**src/rtl/fxp_pkg.sv**
```systemverilog
// Shared types and helpers for the sign-magnitude fixed-point ALU.
// Word layout: bit N-1 is the sign, the remaining bits are the magnitude with Q fraction bits.
package fxp_pkg;

    localparam int FXP_N = 32;
    localparam int FXP_Q = 15;

    typedef enum logic [1:0] {
        OP_ADD = 2'b00,
        OP_SUB = 2'b01,
        OP_MUL = 2'b10,
        OP_DIV = 2'b11
    } opcode_t;

    typedef enum logic [1:0] {
        S_IDLE,
        S_MUL,
        S_DIV,
        S_DONE
    } state_t;

    function automatic logic [FXP_N-1:0] sat_val(input logic sign);
        return {sign, {(FXP_N-1){1'b1}}};
    endfunction

    // Shifting out the sign bit leaves only the magnitude to test.
    function automatic logic is_zero_mag(input logic [FXP_N-1:0] word);
        return (word << 1) == '0;
    endfunction

endpackage

```
**src/rtl/fxp_div_iter.sv**
```systemverilog
// Restoring divider datapath: one quotient bit per step over M+Q steps.
// Exposes the quotient as it will be after the current step so the last step can be captured directly.
module fxp_div_iter
    import fxp_pkg::*;
#(
    parameter int M = FXP_N - 1,
    parameter int Q = FXP_Q
) (
    input  logic         clk,
    input  logic         rst,
    input  logic         load,
    input  logic         step,
    input  logic [M-1:0] dividend,
    input  logic [M-1:0] divisor,
    output logic [M-1:0] quot_mag,
    output logic         quot_ovf
);
    localparam int D = M + Q;

    logic [M-1:0] rem;
    logic [M-1:0] dvsr;
    logic [D-1:0] q;
    logic [M:0]   trial;
    logic         fits;
    logic [M-1:0] rem_nxt;
    logic [D-1:0] q_nxt;

    // q starts as the pre-shifted dividend; dividend bits leave at the top as quotient bits enter at the bottom.
    always_comb begin
        trial    = {rem, q[D-1]};
        fits     = trial >= {1'b0, dvsr};
        rem_nxt  = M'(trial - (fits ? {1'b0, dvsr} : {(M+1){1'b0}}));
        q_nxt    = {q[D-2:0], fits};
        quot_mag = q_nxt[M-1:0];
        quot_ovf = |q_nxt[D-1:M];
    end

    always_ff @(posedge clk) begin
        if (rst) begin
            rem  <= '0;
            dvsr <= '0;
            q    <= '0;
        end else if (load) begin
            rem  <= '0;
            dvsr <= divisor;
            q    <= {dividend, {Q{1'b0}}};
        end else if (step) begin
            rem  <= rem_nxt;
            q    <= q_nxt;
        end
    end

endmodule

```
**src/rtl/fxp_seq_alu.sv**
```systemverilog
// Multi-cycle sign-magnitude fixed-point ALU: single-cycle add/sub,
// iterative shift-add multiply and restoring divide, saturating on overflow.
module fxp_seq_alu
    import fxp_pkg::*;
#(
    parameter int N = FXP_N,
    parameter int Q = FXP_Q
) (
    input  logic         clk,
    input  logic         rst,
    input  logic         start,
    input  logic [N-1:0] a,
    input  logic [N-1:0] b,
    input  logic [1:0]   opcode,
    output logic [N-1:0] c,
    output logic         busy,
    output logic         done,
    output logic         ovf,
    output logic         dz
);
    localparam int M  = N - 1;
    localparam int CW = $clog2(M + Q + 1);

    state_t        state, state_nxt;
    opcode_t       op;
    logic [CW-1:0] cnt;
    logic          accept, b_zero, last_mul, last_div, res_sign;
    logic          sb_eff, add_sign, add_ovf;
    logic [M:0]    add_sum;
    logic [M-1:0]  add_mag;
    logic [M-1:0]  mcand;
    logic [2*M-1:0] prod, prod_nxt;
    logic [M:0]    mul_sum;
    logic [M-1:0]  mul_mag, div_mag;
    logic          mul_ovf, div_ovf;

    function automatic logic [N-1:0] pack_result(input logic sign, input logic [M-1:0] mag,
                                                 input logic sat);
        logic [N-1:0] w;
        w = sat ? N'(sat_val(sign)) : {sign, mag};
        if (is_zero_mag(w))
            w[N-1] = 1'b0;
        return w;
    endfunction

    assign op       = opcode_t'(opcode);
    assign b_zero   = is_zero_mag(b);
    assign accept   = start && !busy;
    assign last_mul = (state == S_MUL) && (cnt == CW'(M - 1));
    assign last_div = (state == S_DIV) && (cnt == CW'(M + Q - 1));

    // Subtraction is addition with the sign of b flipped; unequal signs take the larger magnitude's sign.
    always_comb begin
        sb_eff   = b[N-1] ^ (op == OP_SUB);
        add_sum  = {1'b0, a[M-1:0]} + {1'b0, b[M-1:0]};
        add_sign = a[N-1];
        add_mag  = add_sum[M-1:0];
        add_ovf  = 1'b0;
        if (a[N-1] != sb_eff) begin
            if (a[M-1:0] >= b[M-1:0]) begin
                add_mag = a[M-1:0] - b[M-1:0];
            end else begin
                add_mag  = b[M-1:0] - a[M-1:0];
                add_sign = sb_eff;
            end
        end else begin
            add_ovf = add_sum[M];
        end
    end

    // Right-shifting shift-add: the multiplier sits in the low half and is consumed one bit per step.
    always_comb begin
        mul_sum  = {1'b0, prod[2*M-1:M]} + {1'b0, (prod[0] ? mcand : {M{1'b0}})};
        prod_nxt = {mul_sum, prod[M-1:1]};
        mul_ovf  = |prod_nxt[2*M-1:M+Q];
        mul_mag  = prod_nxt[M+Q-1:Q];
    end

    fxp_div_iter #(.M(M), .Q(Q)) u_div (
        .clk      (clk),
        .rst      (rst),
        .load     (accept && (op == OP_DIV)),
        .step     (state == S_DIV),
        .dividend (a[M-1:0]),
        .divisor  (b[M-1:0]),
        .quot_mag (div_mag),
        .quot_ovf (div_ovf)
    );

    always_ff @(posedge clk) begin
        if (rst)
            state <= S_IDLE;
        else
            state <= state_nxt;
    end

    always_comb begin
        state_nxt = state;
        busy      = 1'b0;
        done      = 1'b0;
        case (state)
            S_IDLE, S_DONE: begin
                done = (state == S_DONE);
                if (start) begin
                    case (op)
                        OP_MUL:  state_nxt = S_MUL;
                        OP_DIV:  state_nxt = b_zero ? S_DONE : S_DIV;
                        default: state_nxt = S_DONE;
                    endcase
                end else begin
                    state_nxt = S_IDLE;
                end
            end
            S_MUL: begin
                busy = 1'b1;
                if (last_mul)
                    state_nxt = S_DONE;
            end
            S_DIV: begin
                busy = 1'b1;
                if (last_div)
                    state_nxt = S_DONE;
            end
            default: state_nxt = S_IDLE;
        endcase
    end

    // Results are captured on the edge entering DONE and held until the next completion.
    always_ff @(posedge clk) begin
        if (rst) begin
            cnt      <= '0;
            c        <= '0;
            ovf      <= 1'b0;
            dz       <= 1'b0;
            mcand    <= '0;
            prod     <= '0;
            res_sign <= 1'b0;
        end else if (accept) begin
            cnt      <= '0;
            res_sign <= a[N-1] ^ b[N-1];
            mcand    <= a[M-1:0];
            prod     <= {{M{1'b0}}, b[M-1:0]};
            if (op == OP_ADD || op == OP_SUB) begin
                c   <= pack_result(add_sign, add_mag, add_ovf);
                ovf <= add_ovf;
                dz  <= 1'b0;
            end else if (op == OP_DIV && b_zero) begin
                c   <= pack_result(a[N-1] ^ b[N-1], {M{1'b0}}, 1'b1);
                ovf <= 1'b0;
                dz  <= 1'b1;
            end
        end else if (busy) begin
            cnt <= cnt + 1'b1;
            if (state == S_MUL)
                prod <= prod_nxt;
            if (last_mul) begin
                c   <= pack_result(res_sign, mul_mag, mul_ovf);
                ovf <= mul_ovf;
                dz  <= 1'b0;
            end
            if (last_div) begin
                c   <= pack_result(res_sign, div_mag, div_ovf);
                ovf <= div_ovf;
                dz  <= 1'b0;
            end
        end
    end

endmodule
```
**config.mk**
```make
export PLATFORM = sky130hd
export DESIGN_NAME = fxp_seq_alu
export DESIGN_NICKNAME = d
export VERILOG_FILES = /design/src/rtl/fxp_pkg.sv /design/src/rtl/fxp_div_iter.sv /design/src/rtl/fxp_seq_alu.sv
export SDC_FILE = /design/constraint.sdc
export NUM_CORES = 1
export LEC_CHECK = 0
export BUFFER_PORTS_ARGS = -buffer_cell sky130_fd_sc_hd__buf_2
export CORE_MARGIN = 1
export CORE_UTILIZATION = 57
export DETAILED_ROUTE_END_ITERATION = 16
export PLACE_DENSITY = 0.82
export SETUP_SLACK_MARGIN = 0.3
export SYNTH_ARGS = -nofsm -noshare
export SYNTH_HDL_FRONTEND = slang
export SYNTH_SLANG_ARGS = --single-unit
```
**constraint.sdc**
```tcl
create_clock -name clk -period 5.4 [get_ports clk]
set_clock_uncertainty 0.15 [all_clocks]
set_input_delay 0.54 -clock clk [delete_from_list [all_inputs] [get_ports clk]]
set_output_delay 0.54 -clock clk [all_outputs]
set_load 0.02 [all_outputs]
```
==> metrics.txt, run 1 <==
status finished clean; gr usage total 41.2%; largest net degree at the start of global routing 79; Ys Warns 0; Worst EP required 5.72 ns; Async SR Flop Fraction 0%; Data arrival, critical path 5.32 ns; dpl hpwl 57.9 mm; final wirelength 76.0 mm; first-pass GRT wire length 116 mm; area leader, netlist dfxtp_1; port bufs 104; Critical Path End Type flop; GP Congestion 1.01; clock-pin transition on the worst setup and hold timing paths 0.06 ns; CTS tree yes; final worst slack 0.393 ns; Area Overhead vs Synth 12.3%; met2 wire length 32.4 mm; Slew @ Worst Pin 1.23 ns; Max Clk Rate 0.200 GHz; Netlist Area Pre-Place 20000 µm²; Initial Util 58.0%; Hold Path Class in -> reg; H-tree levels 1; Slew HR 17.6%; top layer used by detailed routing met4; Peak VDD IR 670 µV; Root Buffer clkbuf_16; final hold viol count 0; number of synthesized flops with an enable pin 0; sequential cell area fraction in the yosys report 24.4%; DR DRC count 0; GR Overflow Total 0; Core ar. 34500 µm²; hold buffers post-CTS 0; static leakage 9.59 nW; CTS Buf Count 28; cell area after layout 22500 µm²; nets@finish 3041; post-route insts no fill 3257; fillcell total 2997; # rows 68; Area after DPL 21200 µm²; Post-Synthesis Mean Instance Area 7.40 µm²; most instantiated library cell after synthesis nand2_1; Die X 190 µm; unrepaired setup endpoints after global routing yes; Util after Layout 65.1%; dpl cells 3196; Power Density 498 nW/µm²; synth top area cells dfxtp_1 24%, ha_1 12%, a21oi_1 6.7%; vias in the first global route 20000; Synth Instances 2709; CP Launch Type primary input; final cycle utilization of the critical path 92.7%; die area 35900 µm²; synthesized flop and latch total 244; post-synth top area share 24.4%; Hold Path Cell Cnt 3; worst slack, placed -0.196 ns; Final setup viols 0; fin crit period 5.01 ns; critical path fanouts, max 13; Max Slew Vio Count 0; antenna-violating nets left 0; Yosys cell types 83; WL per Instance 23.3 µm; Max Cap Viol 0; initial drt markers 2639; routed length on met3 8.05 mm; number of vias per cell 6.66; buffer depth of the longest clock path 3; ys flop type dfxtp_1; Vias 21700; # IOs 105; Worst Reg2Reg Path Length in Cells 26; R2R setup slack 0.46 ns; clk_lat worst skew 0.59 ns; TritonRoute pass-1 iters 8; initial antenna violation count 1; ratio of cells with drive above 1 in the final layout 10.9%; CP Class in -> reg; synth cell count leaders 317 x nand2_1, 291 x nor2_1, 267 x a21oi_1, 244 x dfxtp_1, 190 x ha_1; Hold Worst Slack 0.106 ns; Vert. Die Dim 190 µm; DRT met1 WL 31.6 mm; Clock Sinks 244; syn_nets 2973
==> stage by stage <==
step                      power, mW  setup TNS, ns
after floorplan                6.64              0
after global placement         8.24         -0.102
after detailed placement       8.37         -0.605
after CTS                      10.7              0
after global routing           11.7              0
final                          11.2              0
==> path summary, 6_finish.rpt <==
| kind | end | startpoint |
|---|---|---|
| min reg2reg | mcand[24] | mcand[24] |
| min | mcand[23] | a[23] |
| max | c[31] | a[1] |
| max reg2reg | u_div.rem[30] | u_div.dvsr[17] |
==> sequential cells by signal (all words and copies together) (netlist names), 2 cells and up <==
| register | cells |
|---|---|
| u_div.q | 46 |
| cnt | 6 |
| state | 2 |
| mcand | 31 |
| c | 32 |
| prod | 62 |
| u_div.rem | 31 |
| u_div.dvsr | 31 |
==> kinds of logic after synthesis <==
logic type      after synthesis  synth area share (%)
simple gates                991                  23.1
compound gates              811                  26.9
buf+inv                     313                  5.96
flops                       244                  24.4
fa+ha+maj                   195                  12.4
mux                          96                  4.81
xor+xnor                     59                  2.58
==> layout make-up <==
type	instances	area [µm²]	share of cell area (%)
multi-input cells	2152	14200	63.0
flip-flops and latches	244	4890	21.7
repair buffers	196	1240	5.51
clock buffers	37	774	3.44
inverters	155	582	2.59
well taps	455	569	2.53
clock inverters	15	256	1.14
diodes	3	7.51	0.0334
==> layout by cell type (no fill, tap or decap), types with 11 or more instances in the layout <==
cell type	synthesis	routed
o21bai_1	25	24
a21oi_1	267	263
o21ai_0	121	118
buf_4	0	91
a21o_1	67	67
xor2_1	21	20
o221ai_1	13	13
nand2b_1	26	26
xnor2_1	38	37
nand2_1	317	316
clkbuf_16	0	28
a311oi_1	21	21
o21a_1	20	20
nor2_1	291	288
dfxtp_1	244	243
a22oi_1	18	18
a31oi_1	23	23
o31a_1	11	11
nor4_1	45	44
buf_2	9	103
or3_1	18	18
nor2b_1	32	32
nor3_1	65	64
nand3_1	53	50
nand4_1	32	32
inv_1	154	154
a211oi_1	65	64
o211ai_1	23	23
o31ai_1	22	19
o221a_1	13	13
and2_1	50	49
ha_1	190	189
mux2i_1	94	94
==> worst max-delay path, cell delays in order <==
cell and delay, ns:
buf_2 0.15, inv_1 0.12, ha_1 0.36, nor2b_1 0.19
o31a_1 0.28, o31ai_1 0.78, a31o_2 0.48, nand2_1 0.12
buf_4 0.25, a221o_1 0.37, nor3_1 0.56, o21ai_0 0.19
nor4_1 0.32, nand4b_1 0.14, nor4_1 0.32, o2bb2ai_1 0.13
==> power by group <==
group / leakage, nW / switching (mW) / total (mW) / internal, mW
Clock: 0.499 / 0.848 / 2.11 / 1.27
Combinational: 7.10 / 3.98 / 6.53 / 2.55
Sequential: 1.99 / 0.375 / 2.56 / 2.19
==> per-layer routing <==
metal  track usage [%]  vias up
li1                  -     9913
met1              55.7    10300
met2              62.5     1274
met3              7.80      224
met4              20.0        0
met5             0.412        -
==> what timing repair did <==
item	CTS	global route
pin swaps	6	7
resized for setup	17	19
gates cloned	0	0
setup endpoints to repair	16	26
buffers inserted	3	3
Note: power is estimated with default switching activity, not from simulation.
==> inputs of run 2 (changes only) <==
--- a/config.mk
+++ b/config.mk
@@ -6,7 +6,7 @@
 export NUM_CORES = 1
 export LEC_CHECK = 0
 export BUFFER_PORTS_ARGS = -buffer_cell sky130_fd_sc_hd__buf_2
-export CORE_MARGIN = 1
+export CORE_MARGIN = 1.5
 export CORE_UTILIZATION = 57
 export DETAILED_ROUTE_END_ITERATION = 16
 export PLACE_DENSITY = 0.82
==> constraint.sdc (replaced) <==
create_clock -name clk -period 5.4 [get_ports clk]
set_clock_uncertainty 0.15 [all_clocks]
set_input_delay 0.54 -clock clk [delete_from_list [all_inputs] [get_ports clk]]
set_output_delay 0.54 -clock clk [all_outputs]
set_load 0.01 [all_outputs]
==> run 2 against run 1 <==
Compared with the run above: largest power group unchanged; sequential share of layout area increased by 0.18 points; maximum frequency rose by 1.4%; sequential power about the same; register-to-register slack barely moved; power is 3.7% lower; combinational power down 2%; hold slack improved by 0.0091 ns; clock power shrank 12%; critical endpoint is now u_div.rem[30]; sequential cell count unchanged.
==> metrics.txt, run 2 (synthesis results as in run 1) <==
WL per Instance 23.4 µm; Sw Share 46.5%; Die X 191 µm; dpl hpwl 58.0 mm; first-pass GRT wire length 115 mm; Core ar. 34500 µm²; number of vias per cell 6.69; Setup TNS 0 ns; Max Clk Rate 0.203 GHz; status finished clean; H-tree levels 1; Crit Reg-Reg Startpoint u_div.dvsr[26]; combinational group share of total power 59.2%; unrepaired setup endpoints after global routing yes; nets@finish 3043; Data arrival, critical path 5.27 ns; biggest regs prod: 62 flops, u_div.q: 46 flops, c: 32 flops; fin crit period 4.94 ns; Initial Util 58.0%; Root Buffer clkbuf_16; # IOs 105; CTS Buf Count 27; CP Launch Type flop; Slew @ Worst Pin 1.22 ns; Final setup viols 0; most frequent cells in the layout 316 x nand2_1, 288 x nor2_1, 264 x a21oi_1; gr usage total 40.7%; Peak VDD IR 476 µV; CP Class reg -> reg; die area 36300 µm²; initial drt markers 2660; static leakage 9.51 nW; worst-path cell chain inv_1 -> ha_1 -> nand4b_1 -> nor2_2 -> nand3_2 -> nor4_4 -> o2111ai_1 -> a31oi_1 -> nand4bb_4 -> buf_6 -> nand2_1 -> ha_1 -> a21o_1 -> a21o_1 -> a21oi_1 -> o22a_1 -> a21oi_2 -> o31ai_1 -> buf_4 -> o21bai_1 -> nand4_1 -> nor4_2 -> nor4_1; max incr delay on CP 0.35 ns; Int Power 5.77 mW; Clock Sinks 244; Area Overhead vs Synth 11.3%; clk_lat worst skew 0.59 ns; crit path launch u_div.dvsr[26]; crit path max-delay cell type dfxtp_1; antenna-violating nets left 0; hold buffers post-CTS 0; commonest non-fill, non-tap cell in the layout nand2_1; final cycle utilization of the critical path 91.4%; CTS tree yes; Vias 21800; largest net degree at the start of global routing 89; Worst EP required 5.73 ns; Power Density 484 nW/µm²; vias in the first global route 20100; Max Cap Viol 0; switching power 5.02 mW; Total Power 10.8 mW; # rows 68; Slew HR 18.2%; Critical Path End Type flop; Hold Path Class in -> reg; cell area after layout 22300 µm²; port bufs 104; Vert. Die Dim 191 µm; DR DRC count 0; final wirelength 76.1 mm; min-delay src b[3]; GP Congestion 1.02; ratio of cells with drive above 1 in the final layout 10.7%; Sequential Power Share 23.6%; post-route insts no fill 3252; clock-pin transition on the worst setup and hold timing paths 0.07 ns; Area after DPL 21300 µm²; dpl cells 3199; buffer depth of the longest clock path 3; Largest register FFs 62; critical path fanouts, max 27; largest reg by FF count prod; Util after Layout 64.6%; Antenna diodes 0; Max Slew Vio Count 0; GR Overflow Total 0; power share of the clock group 17.2%; final hold viol count 0; TritonRoute pass-1 iters 6; initial antenna violation count 0
run 2: final cells by class:
type	instances	area, µm²
sequential	244	4880
clock inverter	10	101
fill	3018	12200
clock buffer	37	773
multi-input combinational	2152	14100
timing repair buffer	199	1250
tap	455	569
inverter	155	582
run 2: layer usage:
metal	global-route usage, %	routed length, µm	vias up
met3	8.39	8490	245
met2	63.9	32900	1348
met5	0	0	-
met4	16.7	3630	0
li1	-	-	9915
met1	54.4	31100	10300
run 2: worst paths after layout:
check                  end  slack (ns)  cells after the start
max          u_div.rem[30]        0.46                     23
min          u_div.dvsr[3]        0.12                      3
max reg2reg  u_div.rem[30]        0.46                     23
min reg2reg      mcand[18]        0.30                      2
run 2: what timing repair did:
action	CTS	global route
endpoints found under the hold margin	0	0
buffers inserted	1	5
cloned	0	0
endpoints found under the setup margin	9	26
pin swaps	1	6
gates resized for setup	14	13
run 2: per-stage QoR:
stage	hold slack (ns)	worst slack, ns
after global routing	0.128	0.233
after global placement	0.288	0.0600
final	0.115	0.465
after CTS	0.0857	0.326
after detailed placement	0.293	-0.106
after floorplan	0.282	0.363
run 2: worst max-delay path: cells and delay by family, from the launching register on:
| kind | cells | cell delay, ns |
|---|---|---|
| AO/OA/AOI/OAI | 9 | 1.77 |
| AND/OR/NAND/NOR | 9 | 1.40 |
| adder cells (fa/ha/maj) | 2 | 0.66 |
| buffers and inverters | 3 | 0.50 |
| flip-flops | 1 | 0.35 |
run 2: power by group through the flow:
stage	logic (mW)	registers [mW]	clock network [mW]
global route	6.84	2.57	1.93
finish	6.39	2.55	1.86
global placement	5.58	2.54	0
CTS	5.95	2.52	1.86
detailed placement	5.76	2.56	0
floorplan	4.12	2.46	0
